===== src/rtl/scan_seq3.sv =====
// rtl/scan_seq3.sv - masked channel sweep sequencer driving a 3-to-8 decoder select
module scan_seq3 #(
    parameter int DW = 4
) (
    input  logic          clk_i,
    input  logic          rst_n_i,
    input  logic          start_i,
    input  logic          stop_i,
    input  logic          cont_i,
    input  logic [7:0]    mask_i,
    input  logic [DW-1:0] dwell_i,
    output logic [2:0]    x_o,
    output logic          e_o,
    output logic          busy_o,
    output logic          done_o
);

    typedef enum logic {
        IDLE = 1'b0,
        SCAN = 1'b1
    } state_t;

    state_t        state_q, state_d;
    logic [2:0]    x_q, x_d;
    logic          e_q, e_d;
    logic          busy_q, busy_d;
    logic          done_q, done_d;
    logic [DW-1:0] cnt_q, cnt_d;
    logic [DW-1:0] dwell_q, dwell_d;
    logic [7:0]    mask_q, mask_d;
    logic          cont_q, cont_d;

    // Lowest set bit of m; bit 3 of the result flags that any bit was set.
    function automatic logic [3:0] lowest_set(input logic [7:0] m);
        logic [3:0] r;
        r = 4'b0000;
        for (int i = 7; i >= 0; i--) begin
            if (m[i]) begin
                r = {1'b1, 3'(i)};
            end
        end
        return r;
    endfunction

    // Lowest set bit of m strictly above cur; bit 3 flags a hit (no hit means wrap).
    function automatic logic [3:0] next_above(input logic [7:0] m, input logic [2:0] cur);
        logic [3:0] r;
        r = 4'b0000;
        for (int i = 7; i >= 0; i--) begin
            if (m[i] && (3'(i) > cur)) begin
                r = {1'b1, 3'(i)};
            end
        end
        return r;
    endfunction

    logic [3:0] start_sel;
    logic [3:0] above_sel;
    logic [3:0] wrap_sel;

    // Channel selection candidates: first channel of a new sweep, next channel, wrapped channel.
    always_comb begin
        start_sel = lowest_set(mask_i);
        above_sel = next_above(mask_q, x_q);
        wrap_sel  = lowest_set(mask_q);
    end

    // Next-state and registered-output decode; STOP beats dwell end and wrap.
    always_comb begin
        state_d = state_q;
        x_d     = x_q;
        e_d     = e_q;
        busy_d  = busy_q;
        done_d  = 1'b0;
        cnt_d   = cnt_q;
        dwell_d = dwell_q;
        mask_d  = mask_q;
        cont_d  = cont_q;
        case (state_q)
            IDLE: begin
                x_d    = 3'd0;
                e_d    = 1'b0;
                busy_d = 1'b0;
                if (start_i && (mask_i != 8'h00)) begin
                    state_d = SCAN;
                    mask_d  = mask_i;
                    dwell_d = dwell_i;
                    cont_d  = cont_i;
                    x_d     = start_sel[2:0];
                    e_d     = 1'b1;
                    busy_d  = 1'b1;
                    cnt_d   = '0;
                end
            end
            SCAN: begin
                if (stop_i) begin
                    state_d = IDLE;
                    x_d     = 3'd0;
                    e_d     = 1'b0;
                    busy_d  = 1'b0;
                    cnt_d   = '0;
                end else if (cnt_q == dwell_q) begin
                    cnt_d = '0;
                    if (above_sel[3]) begin
                        x_d = above_sel[2:0];
                    end else if (cont_q) begin
                        x_d = wrap_sel[2:0];
                    end else begin
                        state_d = IDLE;
                        x_d     = 3'd0;
                        e_d     = 1'b0;
                        busy_d  = 1'b0;
                        done_d  = 1'b1;
                    end
                end else begin
                    cnt_d = cnt_q + 1'b1;
                end
            end
            default: begin
                state_d = IDLE;
            end
        endcase
    end

    // State and output registers with asynchronous clear.
    always_ff @(posedge clk_i or negedge rst_n_i) begin
        if (!rst_n_i) begin
            state_q <= IDLE;
            x_q     <= 3'd0;
            e_q     <= 1'b0;
            busy_q  <= 1'b0;
            done_q  <= 1'b0;
            cnt_q   <= '0;
            dwell_q <= '0;
            mask_q  <= 8'h00;
            cont_q  <= 1'b0;
        end else begin
            state_q <= state_d;
            x_q     <= x_d;
            e_q     <= e_d;
            busy_q  <= busy_d;
            done_q  <= done_d;
            cnt_q   <= cnt_d;
            dwell_q <= dwell_d;
            mask_q  <= mask_d;
            cont_q  <= cont_d;
        end
    end

    assign x_o    = x_q;
    assign e_o    = e_q;
    assign busy_o = busy_q;
    assign done_o = done_q;

endmodule


===== config.mk =====
export PLATFORM = sky130hd
export DESIGN_NAME = scan_seq3
export DESIGN_NICKNAME = d
export VERILOG_FILES = /design/src/rtl/scan_seq3.sv
export SDC_FILE = /design/constraint.sdc
export NUM_CORES = 1
export LEC_CHECK = 0
export ABC_CLOCK_PERIOD_IN_PS = 1900
export BUFFER_PORTS_ARGS = -buffer_cell sky130_fd_sc_hd__buf_4
export CAP_MARGIN = 5
export CORE_ASPECT_RATIO = 0.9
export CORE_MARGIN = 8
export CORE_UTILIZATION = 45
export DETAILED_ROUTE_END_ITERATION = 10
export GPL_TIMING_DRIVEN = 0
export HOLD_SLACK_MARGIN = 0.15
export MAX_ROUTING_LAYER = met4
export PLACE_DENSITY_LB_ADDON = 0.05
export SLEW_MARGIN = 20
export SYNTH_ARGS = -nofsm -noshare
export SYNTH_HDL_FRONTEND = slang
export SYNTH_SLANG_ARGS = --single-unit

===== constraint.sdc =====
create_clock -name clk_i -period 1.9 [get_ports clk_i]
set_input_delay 0.095 -clock clk_i [delete_from_list [all_inputs] [get_ports clk_i]]
set_output_delay 0.095 -clock clk_i [all_outputs]
set_load 0.05 [all_outputs]

==> results_dict.tcl <==
set metrics [dict create \
    worstPathMaxFanout 3 \
    cts_sinks 23 \
    crit_path_max_incr_delay_ns 0.57 \
    setup_viol 0 \
    via_count 1177 \
    ys_seq_area_frac 0.4205 \
    synthFlopType "dfrtp_1" \
    max_freq_mhz 556.0 \
    grt_first_pass_wirelength_mm 5.388 \
    htreeDepth 1 \
    drt_iter0_drc 108 \
    cts_root_buffer "clkbuf_4" \
    num_rows 19 \
    die_h_um 68.32 \
    antenna_found_initial 0 \
    top_usage_layer "met2" \
    finalCriticalPeriod_ns 1.798 \
    hold_path_class "primary input to asynchronous set/reset pin" \
    worst_slew_pin_slew_ns 0.4963 \
    die_w_um 74.14 \
    finalSetupTns_ns 0 \
    antenna_cells 0 \
    vias_per_cell 5.424 \
    cts_buffer_depth 2 \
    dieArea_um2 5065 \
    grt_max_degree 24 \
    yosysTopAreaCell "dfrtp_1" \
    ys_top_cells_by_area "dfrtp_1 (42%), mux2_2 (4.1%), nor2_1 (3.6%)" \
    cp_slowest_cell "or4_4" \
    critPathCaptureType "flip-flop" \
    num-fill-cells 265 \
    synth_area_per_cell_um2 10.29 \
    grt.total_usage 0.1437 \
    antenna_left 0 \
    drcViolationCount 0 \
    met2_usage 0.2226 \
    max-vdd-ir-drop_mv 0.3869 \
    routabilityCongestion 0.8381 \
    reg2reg_from "cnt_q[0]" \
    grt_overflow 0 \
    drv_cap 0 \
    cts_tree "yes" \
    startpoint "cnt_q[0]" \
    use_met3 0.03660 \
    coreArea_um2 2972 \
    report.final.slew_viol_count 0 \
    synth_top_area_share 0.4205 \
    rsz0062_at_grt "false" \
    ioPinCount 23 \
    clk-insertion-delay-late_ns 0.32 \
    synth.cell_area_um2 1369 \
    crit_required_ns 2.10 \
    total_leakage_power_nw 0.7894 \
    multi_input_area_um2 763.2 \
    grt_pass1_vias 1152 \
    crit_type "flip-flop to flip-flop" \
    cts_buffers 3 \
    power_density_nw_per_um2 881.4 \
    area_growth_pct 30.71 \
    synth_edf_count 0 \
    synth_cell_types 49 \
    synthesis.nets 151 \
    initial_utilization 0.4606 \
    drive_above_1_share 0.2800 \
    path_cells "xor2_1, or4_4, and2_4, a22oi_2, nand3_1" \
    drtPass1Iterations 4 \
    skew_ns 0.009458 \
    synth_async_sr_flop_share 1.000 \
    arrival_ns 2.00 \
    worstSetupStartpointType "flip-flop" \
    hold_ws_ns 0.1932 \
    dp.final_hpwl_mm 2.354 \
    slew_headroom 0.6680 \
    nets 194 \
    clk_pin_slew_ns 0.14 \
    hold_violations 0 \
    seqCellArea_um2 575.6 \
    yosysWarningCount 0 \
    period_share 0.9465 \
    ys_ff_latch 23 \
    synth_cells 133 \
    use_met1 0.1773 \
    wire_per_inst_um 15.02 \
    wl_mm 3.259 \
    io_buffer_count 22 \
    status "completed" \
]
-- sequential cells by signal, summed over array words and instances (netlist names) --
signal,flops
done_o,1
x_o,3
cnt_q,4
state_q,1
dwell_q,4
cont_q,1
busy_o,1
mask_q,8
-- final timing paths --
check                             to  slack, ns  depth (start not counted)
min in group clk_i          cnt_q[0]       0.32                          5
setup reg to reg              x_o[0]       0.10                          5
hold reg to reg             cnt_q[3]       0.51                          1
setup / recovery              x_o[0]       0.10                          5
hold / removal                done_o       0.19                          2
max in group asynchronous  mask_q[4]       1.47                          2
-- kinds of logic after synthesis --
group / count (synthesis) / share of synthesized area
and+or+nand+nor: 47 / 0.1984
AOI/OAI and AO/OA: 39 / 0.2048
DFF: 23 / 0.4205
muxes: 12 / 0.1069
buffers and inverters: 7 / 0.03474
xor gates and xnor gates: 4 / 0.02559
adders and majority gates: 1 / 0.009139
-- critical path: cells and delay by family (launching register included) --
family | cells | cell delay [ns]
flops | 1 | 0.42
simple gates | 3 | 0.85
compound gates | 1 | 0.20
xor+xnor | 1 | 0.21
-- cells in the final DEF, fill, tap and decap left out, types with 3 or more instances in the layout --
master and instances:
buf_4 24, nand2_1 4, o21ai_1 3, nand2b_1 4
dlygate4sd3_1 15, nand3_1 4, clkbuf_4 3, mux2_4 3
a21o_1 3, a31oi_1 3, nor2_1 13, xor2_1 4
a21oi_1 5, nor2b_1 7, mux2_1 4, o21ai_0 8
dfrtp_1 23, mux2_2 5
-- report_power, final --
group	leakage (nW)	total [mW]	switching [mW]	internal (mW)
Clock	0.0177	0.234	0.155	0.0787
Sequential	0.285	0.699	0.118	0.581
Combinational	0.487	0.644	0.338	0.306
-- cells in the mapped netlist, types with 2 or more instances --
cell type  number
nand2_1         4
buf_6           2
a21oi_1         5
xor2_1          4
buf_2           2
nor2_1         13
o21ai_0         8
o31ai_1         2
mux2_2          5
mux2_4          3
nand3_1         4
a31oi_1         3
nor2b_1         7
mux2_1          4
o21ai_1         3
nand2b_1        4
nor3_1          2
a21o_1          3
dfrtp_1        23
o311ai_0        2
inv_1           2
-- through the flow --
step / std cells / power, mW / worst slack (ns) / cell area, µm² / util
finish: 217 / 1.577 / 0.1016 / 1789 / 0.6021
global route: 217 / 1.690 / 0.03270 / 1789 / 0.6021
CTS: 216 / 1.568 / 0.03443 / 1764 / 0.5937
detailed placement: 197 / 1.301 / 0.1101 / 1587 / 0.5339
global placement: 197 / 1.294 / 0.1135 / 1587 / 0.5339
floorplan: 133 / 1.125 / 0.1022 / 1369 / -
-- per-layer routing --
metal / up-vias / routed length, µm
met1: 557 / 1511
met4: 0 / 21
met5: - / 0
met3: 2 / 189
li1: 577 / -
met2: 41 / 1536
-- area by class of cell --
cell class,count,area share
plain buffers,5,0.02238
clock inverters,1,0.002797
clock buffers,3,0.01259
inverters,2,0.004196
flip-flops and latches,23,0.3217
repair buffers,38,0.1804
well taps,42,0.02937
multi-input cells,103,0.4266
-- what timing repair did --
item                                    4_1_cts  5_1_grt
endpoints found under the setup margin        0        4
resized for setup                             0        2
hold endpoints to repair                     38        0
buffers inserted                              0        1
hold buffers                                 15        0
Power figures use the tool's default switching activity.
